File: src/rtl/vram_arbiter_if.sv
// Requester-side bundle for the VRAM arbiter: video fetch, CPU and aux writer.
// The slave modport faces the arbiter; the master modport faces the requesters.
interface vram_arbiter_if #(
  parameter int unsigned AW = 19
) ();
  logic          vid_req;
  logic [AW-1:0] vid_addr;
  logic          vid_ack;
  logic [7:0]    vid_data;

  logic          cpu_req;
  logic          cpu_wr;
  logic [AW-1:0] cpu_addr;
  logic [7:0]    cpu_wdata;
  logic          cpu_ack;
  logic [7:0]    cpu_rdata;

  logic          aux_req;
  logic [AW-1:0] aux_addr;
  logic [7:0]    aux_wdata;
  logic          aux_ack;

  modport slave (
    input  vid_req, vid_addr, cpu_req, cpu_wr, cpu_addr, cpu_wdata,
           aux_req, aux_addr, aux_wdata,
    output vid_ack, vid_data, cpu_ack, cpu_rdata, aux_ack
  );

  modport master (
    output vid_req, vid_addr, cpu_req, cpu_wr, cpu_addr, cpu_wdata,
           aux_req, aux_addr, aux_wdata,
    input  vid_ack, vid_data, cpu_ack, cpu_rdata, aux_ack
  );
endinterface

File: src/rtl/vram_arbiter.sv
// Single-port VRAM sequencer shared by video fetch, CPU and an aux writer.
// Fixed priority video > CPU > aux; aux is promoted above CPU once it has lost
// AUX_STARVE CPU grants in a row. Accesses run back-to-back with no idle cycle.
module vram_arbiter #(
  parameter int unsigned AW         = 19,
  parameter int unsigned ACC_CYCLES = 2,
  parameter int unsigned AUX_STARVE = 4
) (
  input  logic          clk28,
  input  logic          rst,
  vram_arbiter_if.slave bus,
  output logic [AW-1:0] sram_a,
  input  logic [7:0]    sram_din,
  output logic [7:0]    sram_dout,
  output logic          sram_doe,
  output logic          sram_n_oe,
  output logic          sram_n_we,
  output logic          busy
);

  localparam int unsigned SW = $clog2(AUX_STARVE + 1);

  typedef enum logic [1:0] {StIdle, StVid, StCpu, StAux} state_e;

  state_e        state_q, state_d;
  logic [2:0]    ph_q, ph_d;
  logic [SW-1:0] starve_q, starve_d;
  logic          wr_q, wr_d;
  logic [AW-1:0] addr_q, addr_d;
  logic [7:0]    dout_q, dout_d;
  logic [7:0]    vid_data_q, vid_data_d;
  logic [7:0]    cpu_rdata_q, cpu_rdata_d;

  logic last_ph;
  logic vid_ok, cpu_ok, aux_ok;

  // Final phase of the running access; the owner of it is masked from re-grant.
  assign last_ph = (state_q != StIdle) && (ph_q == 3'(ACC_CYCLES - 1));
  assign vid_ok  = bus.vid_req && !(last_ph && (state_q == StVid));
  assign cpu_ok  = bus.cpu_req && !(last_ph && (state_q == StCpu));
  assign aux_ok  = bus.aux_req && !(last_ph && (state_q == StAux));

  // Grant arbitration, phase sequencing and read-data capture.
  always_comb begin
    state_d     = state_q;
    ph_d        = ph_q;
    starve_d    = starve_q;
    wr_d        = wr_q;
    addr_d      = addr_q;
    dout_d      = dout_q;
    vid_data_d  = vid_data_q;
    cpu_rdata_d = cpu_rdata_q;

    if (last_ph && !wr_q) begin
      if (state_q == StVid) vid_data_d = sram_din;
      if (state_q == StCpu) cpu_rdata_d = sram_din;
    end

    if ((state_q == StIdle) || last_ph) begin
      ph_d    = 3'd0;
      state_d = StIdle;
      if (vid_ok) begin
        state_d = StVid;
      end else if (starve_q == SW'(AUX_STARVE)) begin
        if (aux_ok)      state_d = StAux;
        else if (cpu_ok) state_d = StCpu;
      end else begin
        if (cpu_ok)      state_d = StCpu;
        else if (aux_ok) state_d = StAux;
      end

      case (state_d)
        StVid: begin
          addr_d = bus.vid_addr;
          wr_d   = 1'b0;
        end
        StCpu: begin
          addr_d = bus.cpu_addr;
          wr_d   = bus.cpu_wr;
          dout_d = bus.cpu_wdata;
          // Only a still-unserved aux request counts as being starved.
          if (aux_ok && (starve_q != SW'(AUX_STARVE))) starve_d = starve_q + SW'(1);
        end
        StAux: begin
          addr_d   = bus.aux_addr;
          wr_d     = 1'b1;
          dout_d   = bus.aux_wdata;
          starve_d = '0;
        end
        default: ;
      endcase
    end else begin
      ph_d = ph_q + 3'd1;
    end
  end

  // State registers; reset aborts any running access without an ack.
  always_ff @(posedge clk28) begin
    if (rst) begin
      state_q     <= StIdle;
      ph_q        <= 3'd0;
      starve_q    <= '0;
      wr_q        <= 1'b0;
      addr_q      <= '0;
      dout_q      <= 8'h00;
      vid_data_q  <= 8'h00;
      cpu_rdata_q <= 8'h00;
    end else begin
      state_q     <= state_d;
      ph_q        <= ph_d;
      starve_q    <= starve_d;
      wr_q        <= wr_d;
      addr_q      <= addr_d;
      dout_q      <= dout_d;
      vid_data_q  <= vid_data_d;
      cpu_rdata_q <= cpu_rdata_d;
    end
  end

  // Acks are suppressed while rst is high so an aborted access never acks.
  assign bus.vid_ack   = last_ph && (state_q == StVid) && !rst;
  assign bus.cpu_ack   = last_ph && (state_q == StCpu) && !rst;
  assign bus.aux_ack   = last_ph && (state_q == StAux) && !rst;
  assign bus.vid_data  = vid_data_q;
  assign bus.cpu_rdata = cpu_rdata_q;

  // Phase 0 of a write is address setup, so n_we is held off then.
  assign busy      = (state_q != StIdle);
  assign sram_a    = addr_q;
  assign sram_dout = dout_q;
  assign sram_doe  = busy && wr_q;
  assign sram_n_oe = !(busy && !wr_q);
  assign sram_n_we = !(busy && wr_q && (ph_q != 3'd0));

endmodule

File: src/flat_wrapper.sv
// flat-port wrapper written by rule: the top's interface ports become plain ports
module vram_arbiter_flat 
#(
  parameter int unsigned AW         = 19,
  parameter int unsigned ACC_CYCLES = 2,
  parameter int unsigned AUX_STARVE = 4
)
  (clk28, rst, sram_a, sram_din, sram_dout, sram_doe, sram_n_oe, sram_n_we, busy, bus_vid_req, bus_vid_addr, bus_cpu_req, bus_cpu_wr, bus_cpu_addr, bus_cpu_wdata, bus_aux_req, bus_aux_addr, bus_aux_wdata, bus_vid_ack, bus_vid_data, bus_cpu_ack, bus_cpu_rdata, bus_aux_ack);
  vram_arbiter_if #(.AW(AW)) bus_i ();
  input  logic clk28;
  input  logic rst;
  output logic [AW-1:0] sram_a;
  input  logic [7:0] sram_din;
  output logic [7:0] sram_dout;
  output logic sram_doe;
  output logic sram_n_oe;
  output logic sram_n_we;
  output logic busy;
  input wire logic [$bits(bus_i.vid_req)-1:0] bus_vid_req;
  input wire logic [$bits(bus_i.vid_addr)-1:0] bus_vid_addr;
  input wire logic [$bits(bus_i.cpu_req)-1:0] bus_cpu_req;
  input wire logic [$bits(bus_i.cpu_wr)-1:0] bus_cpu_wr;
  input wire logic [$bits(bus_i.cpu_addr)-1:0] bus_cpu_addr;
  input wire logic [$bits(bus_i.cpu_wdata)-1:0] bus_cpu_wdata;
  input wire logic [$bits(bus_i.aux_req)-1:0] bus_aux_req;
  input wire logic [$bits(bus_i.aux_addr)-1:0] bus_aux_addr;
  input wire logic [$bits(bus_i.aux_wdata)-1:0] bus_aux_wdata;
  output wire logic [$bits(bus_i.vid_ack)-1:0] bus_vid_ack;
  output wire logic [$bits(bus_i.vid_data)-1:0] bus_vid_data;
  output wire logic [$bits(bus_i.cpu_ack)-1:0] bus_cpu_ack;
  output wire logic [$bits(bus_i.cpu_rdata)-1:0] bus_cpu_rdata;
  output wire logic [$bits(bus_i.aux_ack)-1:0] bus_aux_ack;
  assign bus_i.vid_req = bus_vid_req;
  assign bus_i.vid_addr = bus_vid_addr;
  assign bus_i.cpu_req = bus_cpu_req;
  assign bus_i.cpu_wr = bus_cpu_wr;
  assign bus_i.cpu_addr = bus_cpu_addr;
  assign bus_i.cpu_wdata = bus_cpu_wdata;
  assign bus_i.aux_req = bus_aux_req;
  assign bus_i.aux_addr = bus_aux_addr;
  assign bus_i.aux_wdata = bus_aux_wdata;
  assign bus_vid_ack = bus_i.vid_ack;
  assign bus_vid_data = bus_i.vid_data;
  assign bus_cpu_ack = bus_i.cpu_ack;
  assign bus_cpu_rdata = bus_i.cpu_rdata;
  assign bus_aux_ack = bus_i.aux_ack;
  vram_arbiter #(.AW(AW), .ACC_CYCLES(ACC_CYCLES), .AUX_STARVE(AUX_STARVE)) u_core (.clk28(clk28), .rst(rst), .bus(bus_i), .sram_a(sram_a), .sram_din(sram_din), .sram_dout(sram_dout), .sram_doe(sram_doe), .sram_n_oe(sram_n_oe), .sram_n_we(sram_n_we), .busy(busy));
endmodule
File: config.mk
export PLATFORM = sky130hd
export DESIGN_NAME = vram_arbiter_flat
export DESIGN_NICKNAME = d
export VERILOG_FILES = /design/src/rtl/vram_arbiter_if.sv /design/src/rtl/vram_arbiter.sv /design/src/flat_wrapper.sv
export SDC_FILE = /design/constraint.sdc
export NUM_CORES = 1
export LEC_CHECK = 0
export BUFFER_PORTS_ARGS = -buffer_cell sky130_fd_sc_hd__buf_2
export CAP_MARGIN = 20
export CORE_UTILIZATION = 40
export CTS_BUF_LIST = sky130_fd_sc_hd__clkbuf_16
export DETAILED_ROUTE_END_ITERATION = 12
export PLACE_DENSITY = 0.71
export SETUP_SLACK_MARGIN = 0.15
export SLEW_MARGIN = 30
export SYNTH_ARGS = -nofsm -noshare
export SYNTH_HDL_FRONTEND = slang
export SYNTH_SLANG_ARGS = --single-unit
File: constraint.sdc
create_clock -name clk28 -period 5.6 [get_ports clk28]
set_clock_uncertainty 0.2 [all_clocks]
set_input_delay 0.28 -clock clk28 [delete_from_list [all_inputs] [get_ports clk28]]
set_output_delay 0.28 -clock clk28 [all_outputs]
set_load 0.03 [all_outputs]
## Word level (Yosys, flattened, before mapping)

Index checks and enable logic that the tools add are counted.

- Logic and storage cells: 66
- Output and inout bits: 50
- Register bits: 52

- $add $sub $neg: 2
- Reductions and logical operators: 34
- Mux-type cells: 12
- Eq/ne operators: 10

Operator list:

| cell | count |
|---|---|
| 19-bit one-hot mux with 3 select lines | 1 |
| 8-bit one-hot mux with 2 select lines | 1 |
| 1-bit logical AND | 15 |
| 2-bit 2-to-1 mux | 7 |
| 2-bit == test (second input constant) | 4 |
| 2-bit AND reduction | 4 |
| 1-bit zero test | 7 |
| 3-bit by 1-bit adder with 3-bit output (second input constant) | 2 |
| 3-bit one-hot mux with 2 select lines | 1 |
| 3-bit nonzero test | 2 |
| 2-bit by 1-bit == test with 1-bit output (second input constant) | 2 |
| 2-bit nonzero test | 2 |
| 3-bit by 1-bit == test with 1-bit output (second input constant) | 1 |
| 3-bit == test (second input constant) | 1 |
| 3-bit 2-to-1 mux | 1 |
| 3-bit != test (second input constant) | 1 |
| 1-bit one-hot mux with 3 select lines | 1 |
| 3-bit AND reduction | 1 |
| 2-bit zero test | 1 |
| 2-bit by 1-bit != test with 1-bit output (second input constant) | 1 |
| 2-bit OR reduction | 1 |
| 1-bit logical OR | 1 |

## Longest topological paths before layout

- Word-level depth: 13
- Depth in mapped cells: 10

## Worst setup path before layout

Ideal clock, no wire load.

- Path type: register to register
- Start point: register u_core.ph_q[1]
- End point: register u_core.addr_q[10], in the netlist u_core.sram_a[10]
- Data arrival time: 1853 ps
- Path slack: 3413 ps
- Cell stages (with the launch flop): 11
- Library setup time: 134 ps
- Data required time: 5266 ps
- Cell sequence: dfxtp_1 inv_1 ha_1 nor2b_2 buf_6 a21o_2 o211a_1 buf_2 buf_2 a221oi_1 a311oi_1

- Cells in the longest elaborated chain, start to end: 13
- Elaborated cells on any way between the ends: 25
- Classes of those cells: 4 x eq/ne; 8 x mux; 13 x reduce/logical

Ends and longest elaborated chain:

| what | RTL line | text |
|---|---|---|
| from (decl) | vram_arbiter.sv:26 | `logic [2:0] ph_q, ph_d;` |
| from (signal assigned) | vram_arbiter.sv:110 | `ph_q <= ph_d;` |
| 3-bit by 1-bit == test with 1-bit output * | vram_arbiter.sv:38 | `assign last_ph = (state_q != StIdle) && (ph_q == 3'(ACC_CYCLES - 1));` |
| 1-bit logical AND * | vram_arbiter.sv:38 |  |
| 1-bit logical AND (on tied branches) | vram_arbiter.sv:41, vram_arbiter.sv:40 |  |
| 1-bit zero test (on tied branches) | vram_arbiter.sv:41, vram_arbiter.sv:40 |  |
| 1-bit logical AND (on tied branches) | vram_arbiter.sv:41, vram_arbiter.sv:40 |  |
| 2-bit 2-to-1 mux (on tied branches) | vram_arbiter.sv:69, vram_arbiter.sv:66 |  |
| 2-bit 2-to-1 mux (on tied branches) | vram_arbiter.sv:68, vram_arbiter.sv:65 |  |
| 2-bit 2-to-1 mux | vram_arbiter.sv:64 | `end else if (starve_q == SW'(AUX_STARVE)) begin` |
| 2-bit 2-to-1 mux | vram_arbiter.sv:62 | `if (vid_ok) begin` |
| 2-bit 2-to-1 mux | vram_arbiter.sv:59 | `if ((state_q == StIdle) \|\| last_ph) begin` |
| 2-bit by 1-bit == test with 1-bit output / 2-bit == test (equally long branches) | vram_arbiter.sv:72 | `case (state_d)` |
| 3-bit nonzero test (no source line) | -- |  |
| 2-bit AND reduction (no source line) | -- |  |
| to (signal assigned) | vram_arbiter.sv:113 | `addr_q <= addr_d;` |
| to (decl) | vram_arbiter.sv:29 | `logic [AW-1:0] addr_q, addr_d;` |

Every way passes the cells marked *; elsewhere a longest branch is shown, timed or not. The select of a mux whose other input is x is not followed.
A chain may end at the register's enable or synchronous reset.

## Final worst setup path

- Start point: register u_core.ph_q[0]
- End point: register u_core.addr_q[13], in the netlist u_core.sram_a[13]

The elaborated chain is that of the path after synthesis.

==> key figures <==
Outcome
  • Status: finished, final reports clean

Cells and area
  • Share of cells above drive strength 1: 0.3453
  • Nets@finish: 537
  • Inserted Diodes: 0
  • Post-route cell area: between 3000 and 4000 um2
  • Footprint of the multi-input gates: 1551 um2
  • Final core utilization: 0.5504
  • Area grow syn2layout: 29.63%
  • Reg area: approximately 1000 um2
  • Fill count: 624

Detailed routing
  • DRT Pass-1 Iters: 5
  • DR WL/cell: approximately 15 um
  • DRC violations left: 0
  • Vias post-DR: ~2900
  • WL final: 7.871 mm
  • DRT antenna net count: 0
  • DR vias/cell: about 5.6
  • DR iter-0 viols: 221

Global route
  • Initial antenna violation count: 0
  • Vias in the first global route: ~2700
  • First-pass GRT wire length: 12.42 mm
  • Total track usage: 0.2131
  • Largest net degree at the start of global routing: 51
  • Overflow left after global routing: 0

Synth
  • Sequential area share after synthesis: 0.3775
  • Synth Warn #: 0
  • Area leader, netlist: dfxtp_1
  • Ys async rst share: 0
  • Yosys top cell area share: 0.3775
  • Synth Instances: between 300 and 400
  • Unique masters post-synth: between 40 and 50
  • Primary FF master, synth: dfxtp_1
  • Avg Inst Size Synth: roughly 8.4 um2
  • Mapped cell area: around 2800 um2
  • Post-Syn Nets: roughly 420
  • Synth Register Bits: 52
  • Top post-synthesis cells by area: dfxtp_1 38%, mux2i_1 6.5%, nand2_1 6.5%
  • Number of synthesized flops with an enable pin: 0

Placement
  • Dpl ws: about 2.8 ns
  • Routability congestion estimate: roughly 0.78
  • Dpl cell area: between 3000 and 4000 um2
  • Post-DP HPWL: about 5.4 mm
  • I/O Buffers: around 140

Setup path
  • Worst-path maximum fanout: 27
  • Crit path DAT: between 2 and 3 ns
  • R2R Path Start: u_core.ph_q[0]
  • Startpoint Class: register
  • R2R Path End: u_core.sram_a[13]
  • Kind of critical path: reg -> reg
  • Worst reg2reg setup slack: ~2.7 ns
  • Largest delay share family, worst path: compound AO/OA/AOI/OAI gates
  • Worst Reg-to-Reg Cells: 6
  • Crit-path cells: ha_1, nand4bb_1, a2bb2oi_2, a21oi_4, nand2_1, a311oi_1
  • Crit path largest cell delay: 0.77 ns
  • CP required: 5.59 ns
  • Levels on crit path: 6
  • WP buf/inv: 0
  • Crit end category: register
  • Critical Path Slowest Stage Cell: a21oi_4

Timing
  • Worst slew pin tran: 0.9331 ns
  • Fin crit period: 2.870 ns
  • Final setup violation count: 0
  • Final period util: 0.5124
  • Slew HR: 0.3766
  • Final worst slack: 2.730 ns
  • Highest Clock Rate: between 0.3 and 0.4 GHz
  • RSZ-0062 raised after global routing: no
  • Slew Viols, Final: 0
  • Total negative slack: 0 ns
  • Final Hold Viols: 0

Die
  • Initial Util: 0.4246
  • Core area: approximately 6500 um2
  • Die Span X: roughly 85 um
  • Row count: 29
  • Ports: between 100 and 150
  • DIE HEIGHT: between 80 and 90 um
  • Die ar.: between 7000 and 8000 um2

Hold path
  • Hold/Removal Path Class: in -> reg
  • Min-delay src: sram_din[6]
  • Worst hold path stage count: 3
  • Worst Hold Path EP: u_core.bus.cpu_rdata[6]

CTS
  • Worst skew pair latency: 0.29 ns
  • Total CTS buffers: 5
  • CTS Buffer Depth: 2
  • Clock slew at reported path FFs: 0.07 ns
  • Setup bufs post-CTS: 0
  • Root buf cell: clkbuf_16
  • TritonCTS clock tree: done
  • Clock sink count: 52
  • CTS Hold Bufs: 0
  • H-tree levels: 2
  • Cells resized by post-CTS repair: 0

Run
  • Maxcap violations: 0

Power
  • Peak VDD IR: about 0.13 mV
  • Pwr dens: about 320 nW/um2
  • Static leakage: approximately 0.0016 uW
-- synth_stat cells, drive strengths merged, types with 5 or more instances --
cell type   n
o21ai      12
dfxtp      52
ha          5
a221oi     20
nand2      49
inv         8
buf        10
nor2       38
mux2i      18
nand2b     21
a21oi      13
a311oi     18
clkbuf     16
nor3        6
o2bb2ai     8
-- stage by stage --
step | std cells | hold WS, ns | power, uW
2_1_floorplan | 327 | 0.2160 | 711.3
3_3_place_gp | 515 | 0.2446 | 811.0
3_5_place_dp | 515 | 0.2466 | 818.5
4_1_cts | 523 | 0.03887 | 1165
5_1_grt | 523 | 0.04194 | 1219
6_report | 523 | 0.03671 | 1160
-- state kept, by name (all words and copies together), names as in the netlist --
signal,flops
u_core.bus.cpu_rdata,8
u_core.state_q,2
u_core.sram_a,19
u_core.bus.vid_data,8
u_core.wr_q,1
u_core.starve_q,3
u_core.ph_q,3
u_core.sram_dout,8
-- layer usage --
layer,part of all wire,global-route usage
met2,0.50,0.3717
met5,0,0
met1,0.43,0.2580
met4,0.017,0.07704
met3,0.052,0.04572
-- kinds of logic (layout without fill, tap and decap cells) --
| group | count (synthesis) | after routing | share of synthesized area |
|---|---|---|---|
| multiplexers | 18 | 18 | 0.06533 |
| buffers and inverters | 34 | 153 | 0.05989 |
| flip-flops | 52 | 52 | 0.3775 |
| AO/OA/AOI/OAI | 85 | 85 | 0.2414 |
| adder cells (fa/ha/maj) | 5 | 5 | 0.02269 |
| AND/OR/NAND/NOR | 133 | 133 | 0.2332 |
-- layout make-up --
cell class,count,share of cell area
Multi-Input combinational cell,241,0.4340
Sequential cell,52,0.2912
Timing Repair Buffer,137,0.1925
Clock buffer,5,0.03500
Tap cell,77,0.02695
Clock inverter,3,0.01190
Inverter,8,0.008400
-- placed cells by master (no fill, tap or decap), types with 2 or more instances in the layout --
master	n
nor3b_1	2
dfxtp_1	52
nor4_1	2
inv_1	8
a311oi_1	18
nand3_1	2
o2bb2ai_1	8
clkbuf_16	5
a21oi_1	12
nand2_1	48
nor3_1	6
nand2b_1	21
a211oi_1	2
ha_1	5
nor2_1	38
buf_2	136
o21ai_0	12
a221oi_1	19
nand3b_1	2
mux2i_1	18
-- worst reg2reg max path, delay by kind of cell, from the launching register on --
| family | cells | cell delay [ns] |
|---|---|---|
| AO/OA/AOI/OAI | 3 | 1.38 |
| adder cells (fa/ha/maj) | 1 | 0.28 |
| flip-flops | 1 | 0.38 |
| AND/OR/NAND/NOR | 2 | 0.54 |
-- how the worst max path moves through the flow --
stage	startpoint	end	slack (ns)
4_1_cts	u_core.ph_q[1]	u_core.sram_a[13]	2.73
3_5_place_dp	u_core.ph_q[0]	u_core.sram_a[13]	2.77
3_3_place_gp	u_core.ph_q[0]	u_core.sram_dout[6]	2.88
2_1_floorplan	u_core.ph_q[1]	u_core.sram_a[10]	3.41
5_1_grt	u_core.ph_q[0]	u_core.sram_a[14]	2.44
6_report	u_core.ph_q[0]	u_core.sram_a[13]	2.73
-- power breakdown --
part	internal (uW)	leakage (uW)	switching, uW	total, uW
Clock	210	0.0000798	136	346
Sequential	415	0.000426	32.2	447
Combinational	129	0.00114	238	367
Total	754	0.00165	406	1160
(Power assumes the default switching activity.)
